`config.mk`:
```
export PLATFORM = sky130hd
export DESIGN_NAME = sram_arbiter2
export DESIGN_NICKNAME = d
export VERILOG_FILES = /design/src/rtl/sram_arbiter2.sv
export SDC_FILE = /design/constraint.sdc
export NUM_CORES = 1
export LEC_CHECK = 0
export ABC_AREA = 1
export CAP_MARGIN = 20
export CORE_AREA = 5 5 231 233
export DETAILED_ROUTE_END_ITERATION = 10
export DIE_AREA = 0 0 236 238
export DONT_BUFFER_PORTS = 1
export GPL_TIMING_DRIVEN = 0
export PLACE_DENSITY = 0.3
export SLEW_MARGIN = 20
export SYNTH_ARGS = -nofsm -noshare
export SYNTH_HDL_FRONTEND = slang
export SYNTH_SLANG_ARGS = --single-unit
```
`constraint.sdc`:
```
create_clock -name clk -period 1.27 [get_ports clk]
set_clock_uncertainty 0.1 [all_clocks]
set_input_delay 0.0635 -clock clk [delete_from_list [all_inputs] [get_ports clk]]
set_output_delay 0.0635 -clock clk [all_outputs]
set_load 0.05 [all_outputs]
```
`src/rtl/sram_arbiter2.sv`:
```
// sram_arbiter2 -- shares one synchronous SRAM port (1-cycle read latency)
// between two masters. Round-robin on conflict, grant in the request cycle,
// registered response tag so each response returns only to its issuer.
//
// Ports:
//   clk, rst                  clock, synchronous active-high reset
//   mX_req/addra/dina/wea     master X request (wea == 0 means read)
//   mX_gnt                    request of master X accepted this cycle
//   mX_douta/mX_rvalid        response to master X, one cycle after gnt
//   s_addra/dina/wea/ena      slave port command
//   s_douta                   slave read data, valid the cycle after s_ena

// Per-master response lane: qualifies the broadcast read data with the tag.
module sram_arbiter2_rsp #(
  parameter int LEN_DATA = 64,
  parameter int IDX      = 0
) (
  input  logic                rst,
  input  logic                rsp_valid,
  input  logic                rsp_owner,
  input  logic [LEN_DATA-1:0] s_douta,
  output logic                rvalid,
  output logic [LEN_DATA-1:0] douta
);
  // Gated by rst so a response issued the cycle before reset is dropped.
  assign rvalid = rsp_valid & ~rst & (rsp_owner == 1'(IDX));
  assign douta  = s_douta;
endmodule

module sram_arbiter2 #(
  parameter int LEN_ADDR = 64,
  parameter int LEN_DATA = 64
) (
  input  logic                  clk,
  input  logic                  rst,
  input  logic                  m0_req,
  input  logic [LEN_ADDR-1:0]   m0_addra,
  input  logic [LEN_DATA-1:0]   m0_dina,
  input  logic [LEN_DATA/8-1:0] m0_wea,
  output logic                  m0_gnt,
  output logic [LEN_DATA-1:0]   m0_douta,
  output logic                  m0_rvalid,
  input  logic                  m1_req,
  input  logic [LEN_ADDR-1:0]   m1_addra,
  input  logic [LEN_DATA-1:0]   m1_dina,
  input  logic [LEN_DATA/8-1:0] m1_wea,
  output logic                  m1_gnt,
  output logic [LEN_DATA-1:0]   m1_douta,
  output logic                  m1_rvalid,
  output logic [LEN_ADDR-1:0]   s_addra,
  output logic [LEN_DATA-1:0]   s_dina,
  output logic [LEN_DATA/8-1:0] s_wea,
  output logic                  s_ena,
  input  logic [LEN_DATA-1:0]   s_douta
);
  localparam int NUM_M = 2;

  logic             last_gnt;   // master granted most recently
  logic             rsp_valid;  // an access was issued last cycle
  logic             rsp_owner;  // which master issued it
  logic [NUM_M-1:0] req, gnt;
  logic [NUM_M-1:0] rvalid;
  logic [NUM_M-1:0][LEN_DATA-1:0] douta;

  assign req = {m1_req, m0_req};

  // On conflict the master that did not win last time gets the port,
  // bounding starvation to one cycle.
  always_comb begin
    gnt = '0;
    if (!rst) begin
      case (req)
        2'b01:   gnt = 2'b01;
        2'b10:   gnt = 2'b10;
        2'b11:   gnt = last_gnt ? 2'b01 : 2'b10;
        default: gnt = 2'b00;
      endcase
    end
  end

  assign m0_gnt = gnt[0];
  assign m1_gnt = gnt[1];

  // Idle cycles forward master 0's address/data so the bus is deterministic;
  // s_wea is forced to zero so nothing is written.
  assign s_ena   = |gnt;
  assign s_addra = gnt[1] ? m1_addra : m0_addra;
  assign s_dina  = gnt[1] ? m1_dina  : m0_dina;
  assign s_wea   = gnt[1] ? m1_wea : (gnt[0] ? m0_wea : '0);

  always_ff @(posedge clk) begin
    if (rst) begin
      last_gnt  <= 1'b1;   // master 0 wins the first conflict
      rsp_valid <= 1'b0;
      rsp_owner <= 1'b0;
    end else if (|gnt) begin
      last_gnt  <= gnt[1];
      rsp_valid <= 1'b1;
      rsp_owner <= gnt[1];
    end else begin
      rsp_valid <= 1'b0;
    end
  end

  for (genvar i = 0; i < NUM_M; i++) begin : g_rsp
    sram_arbiter2_rsp #(.LEN_DATA(LEN_DATA), .IDX(i)) u_rsp (
      .rst       (rst),
      .rsp_valid (rsp_valid),
      .rsp_owner (rsp_owner),
      .s_douta   (s_douta),
      .rvalid    (rvalid[i]),
      .douta     (douta[i])
    );
  end

  assign m0_rvalid = rvalid[0];
  assign m1_rvalid = rvalid[1];
  assign m0_douta  = douta[0];
  assign m1_douta  = douta[1];
endmodule

```
==> results of run 1 <==
cell type report:
cell class / count / area (um^2)
repair buffers: 21 / 270
well taps: 680 / 851
multi-input cells: 423 / 3220
inverters: 5 / 25.0
diodes: 9 / 22.5
clock buffers: 4 / 78.8
flip-flops and latches: 3 / 67.6
plain buffers: 189 / 1560
fillers: 5899 / 44900
per-layer routing:
metal / wire, um / part of all wire / vias to the layer above / GRT usage
met2: 14500 / 0.53 / 368 / 0.156
met3: 2060 / 0.075 / 54 / 0.0150
li1: - / - / 2034 / -
met4: 1540 / 0.056 / 4 / 0.0450
met5: 27 / 0.00099 / - / 0
met1: 9240 / 0.34 / 2119 / 0.0866
worst min-delay path by stage:
| stage | end | slack [ns] |
|---|---|---|
| 4_1_cts | m0_gnt | 0.08 |
| 3_3_place_gp | rsp_valid | 0.08 |
| 5_1_grt | m0_gnt | 0.09 |
| 2_1_floorplan | rsp_valid | 0.08 |
| 6_report | m0_gnt | 0.09 |
| 3_5_place_dp | rsp_valid | 0.09 |
logic make-up (layout without fill, tap and decap cells):
| logic type | count (synthesis) | after routing | synth area share |
|---|---|---|---|
| buf+inv | 194 | 219 | 0.401 |
| compound gates | 3 | 3 | 0.00445 |
| flops | 3 | 3 | 0.0178 |
| other cells | 0 | 9 | 0 |
| simple gates | 419 | 420 | 0.576 |
synthesized netlist by cell type:
cell and count:
inv_2 1, nand2_1 269, dfxtp_1 3, nor2_1 2, buf_4 138, clkbuf_1 5
o21ai_0 3, nand3_2 1, buf_2 38, nand2_2 1, buf_6 8, nand4_1 144
nor3_1 2, inv_1 4
metrics by stage:
stage	hold slack (ns)	setup slack, ns
2_1_floorplan	0.0766	-0.280
3_3_place_gp	0.0837	-0.580
3_5_place_dp	0.0878	-0.605
4_1_cts	0.0834	-0.470
5_1_grt	0.0907	-0.477
6_report	0.0884	-0.447
registers in the layout (all words and copies together) (netlist names):
register	flops
last_gnt	1
rsp_valid	1
rsp_owner	1
report_power, final:
part           switching [W]  internal, W
Clock              0.0000816     0.000414
Sequential        0.00000844     0.000102
Combinational        0.00323     0.000984
Total                0.00332      0.00150
repair_timing:
item,CTS,global route
endpoints found under the setup margin,144,144
gates resized for setup,209,82
setup buffers,7,10
endpoints found under the hold margin,2,0
pin swaps,35,58
hold buffers,1,0
gates cloned,1,3
==> results.yml, run 1 <==
synth:
  synth_area_leaders: "buf_4 (31%), nand2_1 (30%), nand4_1 (27%)"
  ys_seq_area_frac: 0.0178
  yosys.area.top_type: "buf_4"
  synth-seq-cells: 3
  ys_warn_count: 0
  synth.top_cell.area_share: 0.307
  postSynthCellCount: 619
  synthesis.nets: 959
  synth.cell_area_mm2: 0.00337
  synth.avg_cell_area_um2: 5.45
  yosysUniqueCellTypes: 14
final_layout:
  layout.cells.most_common: "nand4_1"
  area.growth.synth_to_final_pct: 80.6
  fin_cells: 1334
  stdcell_area_mm2: 0.00609
  fin_util: 0.119
  final_cell_mix: "nand4_1 (144), buf_4 (139), nand2_4 (136)"
  layout.nets: 986
  drive_gt1_frac: 0.612
worst_setup_path:
  worstSetupPathType: "reg2out"
  path_depth: 5
  r2r_start: "last_gnt"
  crit_buf_inv: 2
  endpoint: "s_addra[5]"
  cpPeakStageDelay_ns: 0.35
  start_kind: "register"
  r2r-end: "last_gnt"
  end_kind: "output pin"
  cp.required_ns: 1.11
  cp.arrival_ns: 1.55
  crit_chain: "nand2_8 > buf_12 > buf_8 > nand4_1 > nand2_4"
  crit_family: "simple AND/OR/NAND/NOR gates"
  r2r_slack_ns: -0.02
  rr_worst_depth: 7
  cp_slowest_cell: "dfxtp_4"
  path_max_fanout: 6
  setup.worst_path.start: "last_gnt"
grt:
  grt-ovfl-total: 0
  grt_start_max_net_pins: 11
  grt_pass1_vias: 4725
  grt_pass1_wl_mm: 34.7
  track_usage: 0.0826
  antenna_found_initial: 9
clock_tree:
  cts_num_sinks: 3
  cts_root_buf: "clkbuf_16"
  clk_latency_ns: 0.22
  cts_tree: "done"
  clk_pin_slew_ns: 0.03
  cts_max_path_buffers: 2
  cts_max_level: 1
  cts_buffers: 3
place:
  gp_congestion: 0.908
  port_buffers: 0
  dp.cells: 1299
  hpwl_mm: 23.0
  placed_area_mm2: 0.00456
timing:
  maxSlewViolCount: 0
  maxSlewHeadroom: 0.574
  min_period_ns: 1.72
  hold_violations: 0
  setup_viol: 141
  fin_crit_sh: 1.35
  max_freq_ghz: 0.583
  fin_ws_ns: -0.447
  rsz0062_at_grt: "yes"
  worst_pin_slew_ns: 0.639
  fin_setup_tns_ns: -46.54
detailed_routing:
  vias_per_cell: 3.43
  dr_total_vias: 4579
  ant_nets: 0
  drt-initial-drc-count: 197
  wirelength_mm: 27.3
  drc: 0
  drt-wirelength-per-cell_um: 20.5
  dr.pass1.iters: 4
power_and_ir_drop:
  power_w: 0.00483
  power.density_mw_per_mm2: 792
  total_leakage_power_nw: 2.57
  ir_worst_vdd_v: 0.000356
worst_hold_path:
  hold_class: "in2out"
  min_delay_path_depth: 1
  worstHoldStart: "rst"
floorplanning:
  die_w_um: 236
  row_count: 83
  die-height_um: 238
  core_area_mm2: 0.0510
  start_util: 0.0662
  die-area_mm2: 0.0562
  io_pins: 609
run_status:
  status: "finished, violations left"
  violations: "setup timing"
job:
  maxCapViolCount: 0
(Power assumes the default switching activity.)
==> run 2: changes to the inputs <==
--- a/constraint.sdc
+++ b/constraint.sdc
@@ -4,2 +4,2 @@
 set_output_delay 0.0635 -clock clk [all_outputs]
-set_load 0.05 [all_outputs]
+set_load 0.01 [all_outputs]
==> results.yml, run 2 (synthesis results as in run 1) <==
detailed_routing:
  vias_per_cell: 3.46
  drt-wirelength-per-cell_um: 21.6
  dr.pass1.iters: 4
  ant_nets: 0
  dr_total_vias: 4628
  drt-initial-drc-count: 115
  drc: 0
  wirelength_mm: 28.9
worst_setup_path:
  cp.arrival_ns: 1.39
  path_max_fanout: 6
  crit_buf_inv: 3
  start_kind: "register"
  cp.required_ns: 1.11
  worstSetupPathType: "reg2out"
  end_kind: "output pin"
  crit_family: "buffers and inverters"
  crit_chain: "nand2_8 > buf_6 > buf_16 > buf_12 > nand4_1 > nand2_2"
  cp_slowest_cell: "dfxtp_4"
  cpPeakStageDelay_ns: 0.35
final_layout:
  fill_cells: 5884
  fin_util: 0.123
  layout.cells.most_common: "nand2_2"
  top_regs: "last_gnt x1, rsp_owner x1, rsp_valid x1"
  final_cell_mix: "nand2_2 (147), nand4_1 (144), buf_4 (132)"
  area.growth.synth_to_final_pct: 86.1
  drive_gt1_frac: 0.704
  layout.nets: 993
run_status:
  status: "finished, violations left"
  violations: "setup timing"
floorplanning:
  row_count: 83
  core_area_mm2: 0.0510
  die_w_um: 236
  start_util: 0.0662
  io_pins: 609
  die-height_um: 238
  die-area_mm2: 0.0562
clock_tree:
  clk_latency_ns: 0.23
  cts_max_level: 1
  cts_max_path_buffers: 2
  cts_tree: "done"
  cts_buffers: 3
  cts_root_buf: "clkbuf_16"
  clk_pin_slew_ns: 0.04
  cts_num_sinks: 3
grt:
  grt-ovfl-total: 0
  track_usage: 0.0855
  antenna_found_initial: 6
  grt_pass1_vias: 4799
  grt_pass1_wl_mm: 35.3
  grt_start_max_net_pins: 11
place:
  gp_congestion: 0.907
  hpwl_mm: 22.5
  port_buffers: 0
timing:
  setup_viol: 141
  fin_crit_sh: 1.22
  min_period_ns: 1.55
  maxSlewHeadroom: 0.682
  maxSlewViolCount: 0
  rsz0062_at_grt: "yes"
  worst_pin_slew_ns: 0.477
  fin_ws_ns: -0.284
  max_freq_ghz: 0.644
  hold_violations: 0
power_and_ir_drop:
  power.density_mw_per_mm2: 494
  total_leakage_power_nw: 2.72
  ir_worst_vdd_v: 0.000243
  power_w: 0.00310
worst_hold_path:
  hold_class: "in2out"
job:
  maxCapViolCount: 0
## run 2: cell count changes in the layout (fill, tap and decap cells not counted), moves of 4 or more
cell,delta
buf_16,+5
buf_8,+9
buf_12,+8
nand2_8,-4
nand2_4,-50
buf_4,-7
buf_6,-10
clkbuf_16,+6
nand2_1,-61
nand2_2,+114
## run 2: report_power, final
part | internal [W] | total (W) | switching (W)
sequential | 0.000102 | 0.000108 | 0.00000554
combinational | 0.00106 | 0.00248 | 0.00143
clock | 0.000415 | 0.000509 | 0.0000942
total | 0.00157 | 0.00310 | 0.00153
## run 2: cell type report
cell class                 instances  area [um^2]  area share
timing repair buffer              31          604      0.0963
multi-input combinational        422         3020       0.481
sequential                         3         63.8      0.0102
buffer                           187         1630       0.260
tap                              680          851       0.136
clock buffer                       4         78.8      0.0126
inverter                           5         18.8     0.00299
antenna                            6         15.0     0.00239
## run 2: per-stage QoR
step                setup TNS (ns)  hold slack, ns  std cells  instance area [um^2]  worst slack (ns)
floorplan                        0          0.0745        619                  3370             0.159
global placement            -36.64          0.0833       1299                  4220            -0.537
detailed placement          -36.82          0.0804       1299                  4220            -0.551
CTS                         -38.84          0.0615       1325                  5500            -0.342
global route                -38.45          0.0626       1336                  6270            -0.351
finish                      -29.04          0.0604       1338                  6280            -0.284
## run 2: final timing paths
kind | from | endpoint | slack, ns | cells past startpoint
setup / recovery | last_gnt | s_dina[20] | -0.28 | 6
hold / removal | rst | m0_gnt | 0.06 | 1
setup reg to reg | last_gnt | rsp_valid | -0.06 | 6
hold reg to reg | rsp_owner | rsp_owner | 0.46 | 4
## run 2: metal layers
metal / routed length, um / global-route usage
met5: 0 / 0
met4: 1330 / 0.0413
met3: 2050 / 0.0173
met2: 15500 / 0.163
met1: 10000 / 0.0891
## run 2: timing repair
| action | CTS | global route |
|---|---|---|
| gates resized for setup | 279 | 170 |
| pin swaps | 56 | 39 |
| gates cloned | 7 | 9 |
| endpoints found under the hold margin | 2 | 0 |
| endpoints found under the setup margin | 141 | 142 |
| hold buffers | 1 | 0 |
| setup buffers | 16 | 2 |
==> run 3: changes to the inputs <==
Settings changed: CORE_AREA 5 5 231 233 to 5 5 237 239, DIE_AREA 0 0 236 238 to 0 0 242 244.
==> results.yml, run 3 (synthesis results as in run 1) <==
run_status:
  status: "finished, violations left"
  violations: "setup timing"
grt:
  grt_pass1_vias: 4862
  antenna_found_initial: 5
  grt-ovfl-total: 0
  grt_pass1_wl_mm: 35.7
  track_usage: 0.0823
  grt_start_max_net_pins: 11
floorplanning:
  die-height_um: 244
  row_count: 85
  io_pins: 609
  die-area_mm2: 0.0590
  die_w_um: 242
  core_area_mm2: 0.0536
  start_util: 0.0629
power_and_ir_drop:
  ir_worst_vdd_v: 0.000311
  total_leakage_power_nw: 2.79
  power.density_mw_per_mm2: 486
worst_setup_path:
  cp.required_ns: 1.11
  path_max_fanout: 5
  r2r_start: "last_gnt"
  rr_worst_depth: 5
  r2r-end: "rsp_valid"
  cp.arrival_ns: 1.38
  end_kind: "output pin"
  r2r_slack_ns: 0.04
  setup.worst_path.start: "last_gnt"
  worstSetupPathType: "reg2out"
  start_kind: "register"
worst_hold_path:
  worstHoldStart: "rst"
  hold_class: "in2out"
  hold_end: "m0_gnt"
  min_delay_path_depth: 1
clock_tree:
  clk_latency_ns: 0.22
  clk_pin_slew_ns: 0.03
  cts_tree: "done"
  cts_root_buf: "clkbuf_16"
  cts_max_path_buffers: 2
  cts_buffers: 3
  cts_num_sinks: 3
  cts_max_level: 1
detailed_routing:
  dr_total_vias: 4646
  vias_per_cell: 3.42
  drt-initial-drc-count: 105
  dr.pass1.iters: 4
  wirelength_mm: 29.0
  drc: 0
  ant_nets: 0
  drt-wirelength-per-cell_um: 21.3
timing:
  maxSlewHeadroom: 0.681
  fin_ws_ns: -0.272
  worst_pin_slew_ns: 0.478
  rsz0062_at_grt: "yes"
  hold_violations: 0
  min_period_ns: 1.54
  max_freq_ghz: 0.649
  setup_viol: 139
  holdWs_ns: 0.0523
  fin_crit_sh: 1.21
  maxSlewViolCount: 0
final_layout:
  drive_gt1_frac: 0.712
  top_regs: "last_gnt x1, rsp_owner x1, rsp_valid x1"
  layout.nets: 997
  area.growth.synth_to_final_pct: 91.2
  final_cell_mix: "nand4_1 (144), buf_4 (136), nand2_2 (133)"
  layout.cells.most_common: "nand4_1"
  fin_util: 0.120
place:
  hpwl_mm: 23.0
  port_buffers: 0
  gp_congestion: 0.856
job:
  maxCapViolCount: 0
[run 3: power breakdown]
part / total [W] / leakage (nW) / internal (W) / switching, W
registers: 0.000108 / 0.0251 / 0.000102 / 0.00000583
clock network: 0.000500 / 0.0382 / 0.000414 / 0.0000853
logic: 0.00252 / 2.72 / 0.00108 / 0.00144
total: 0.00313 / 2.79 / 0.00160 / 0.00153
[run 3: timing repair]
item / in CTS / in global routing
setup buffers: 13 / 6
endpoints found under the hold margin: 2 / 0
gates cloned: 4 / 14
resized for setup: 257 / 203
pin swaps: 28 / 51
hold buffers: 1 / 0
setup endpoints to repair: 141 / 141
[run 3: per-layer routing]
metal	up-vias	global-route usage	share of wire
met1	2144	0.0821	0.34
li1	2055	-	-
met5	-	0	0
met2	389	0.158	0.55
met4	0	0.0446	0.051
met3	58	0.0188	0.068
[run 3: worst max path at each step]
stage | to | slack [ns] | depth (start not counted)
after global placement | s_addra[9] | -0.67 | 5
after global routing | s_addra[9] | -0.33 | 5
after detailed placement | s_addra[9] | -0.69 | 5
after CTS | s_addra[9] | -0.34 | 5
final | s_addra[11] | -0.27 | 6
after floorplan | s_ena | 0.16 | 4
[run 3: critical path, cell delays in order (launching register included)]
cell and delay [ns]:
dfxtp_4 0.35, nand2_8 0.10, buf_12 0.15, buf_12 0.12, buf_6 0.10, nand4_1 0.16
nand2_2 0.16
[run 3: cell type report]
type / instances / area [um^2]
inverters: 5 / 18.8
repair buffers: 36 / 674
fillers: 6207 / 47200
well taps: 696 / 871
flip-flops and latches: 3 / 63.8
clock buffers: 4 / 78.8
diodes: 7 / 17.5
plain buffers: 186 / 1610
multi-input cells: 422 / 3110
[run 3: per-stage QoR]
| step | worst slack (ns) | total power [W] | area (um^2) | setup TNS (ns) | std cells |
|---|---|---|---|---|---|
| floorplan | 0.159 | 0.00139 | 3370 | 0 | 619 |
| global placement | -0.667 | 0.00184 | 4240 | -31.89 | 1315 |
| detailed placement | -0.693 | 0.00182 | 4240 | -34.88 | 1315 |
| CTS | -0.337 | 0.00278 | 5380 | -34.84 | 1337 |
| global route | -0.331 | 0.00332 | 6450 | -35.25 | 1359 |
| finish | -0.272 | 0.00313 | 6450 | -26.99 | 1359 |
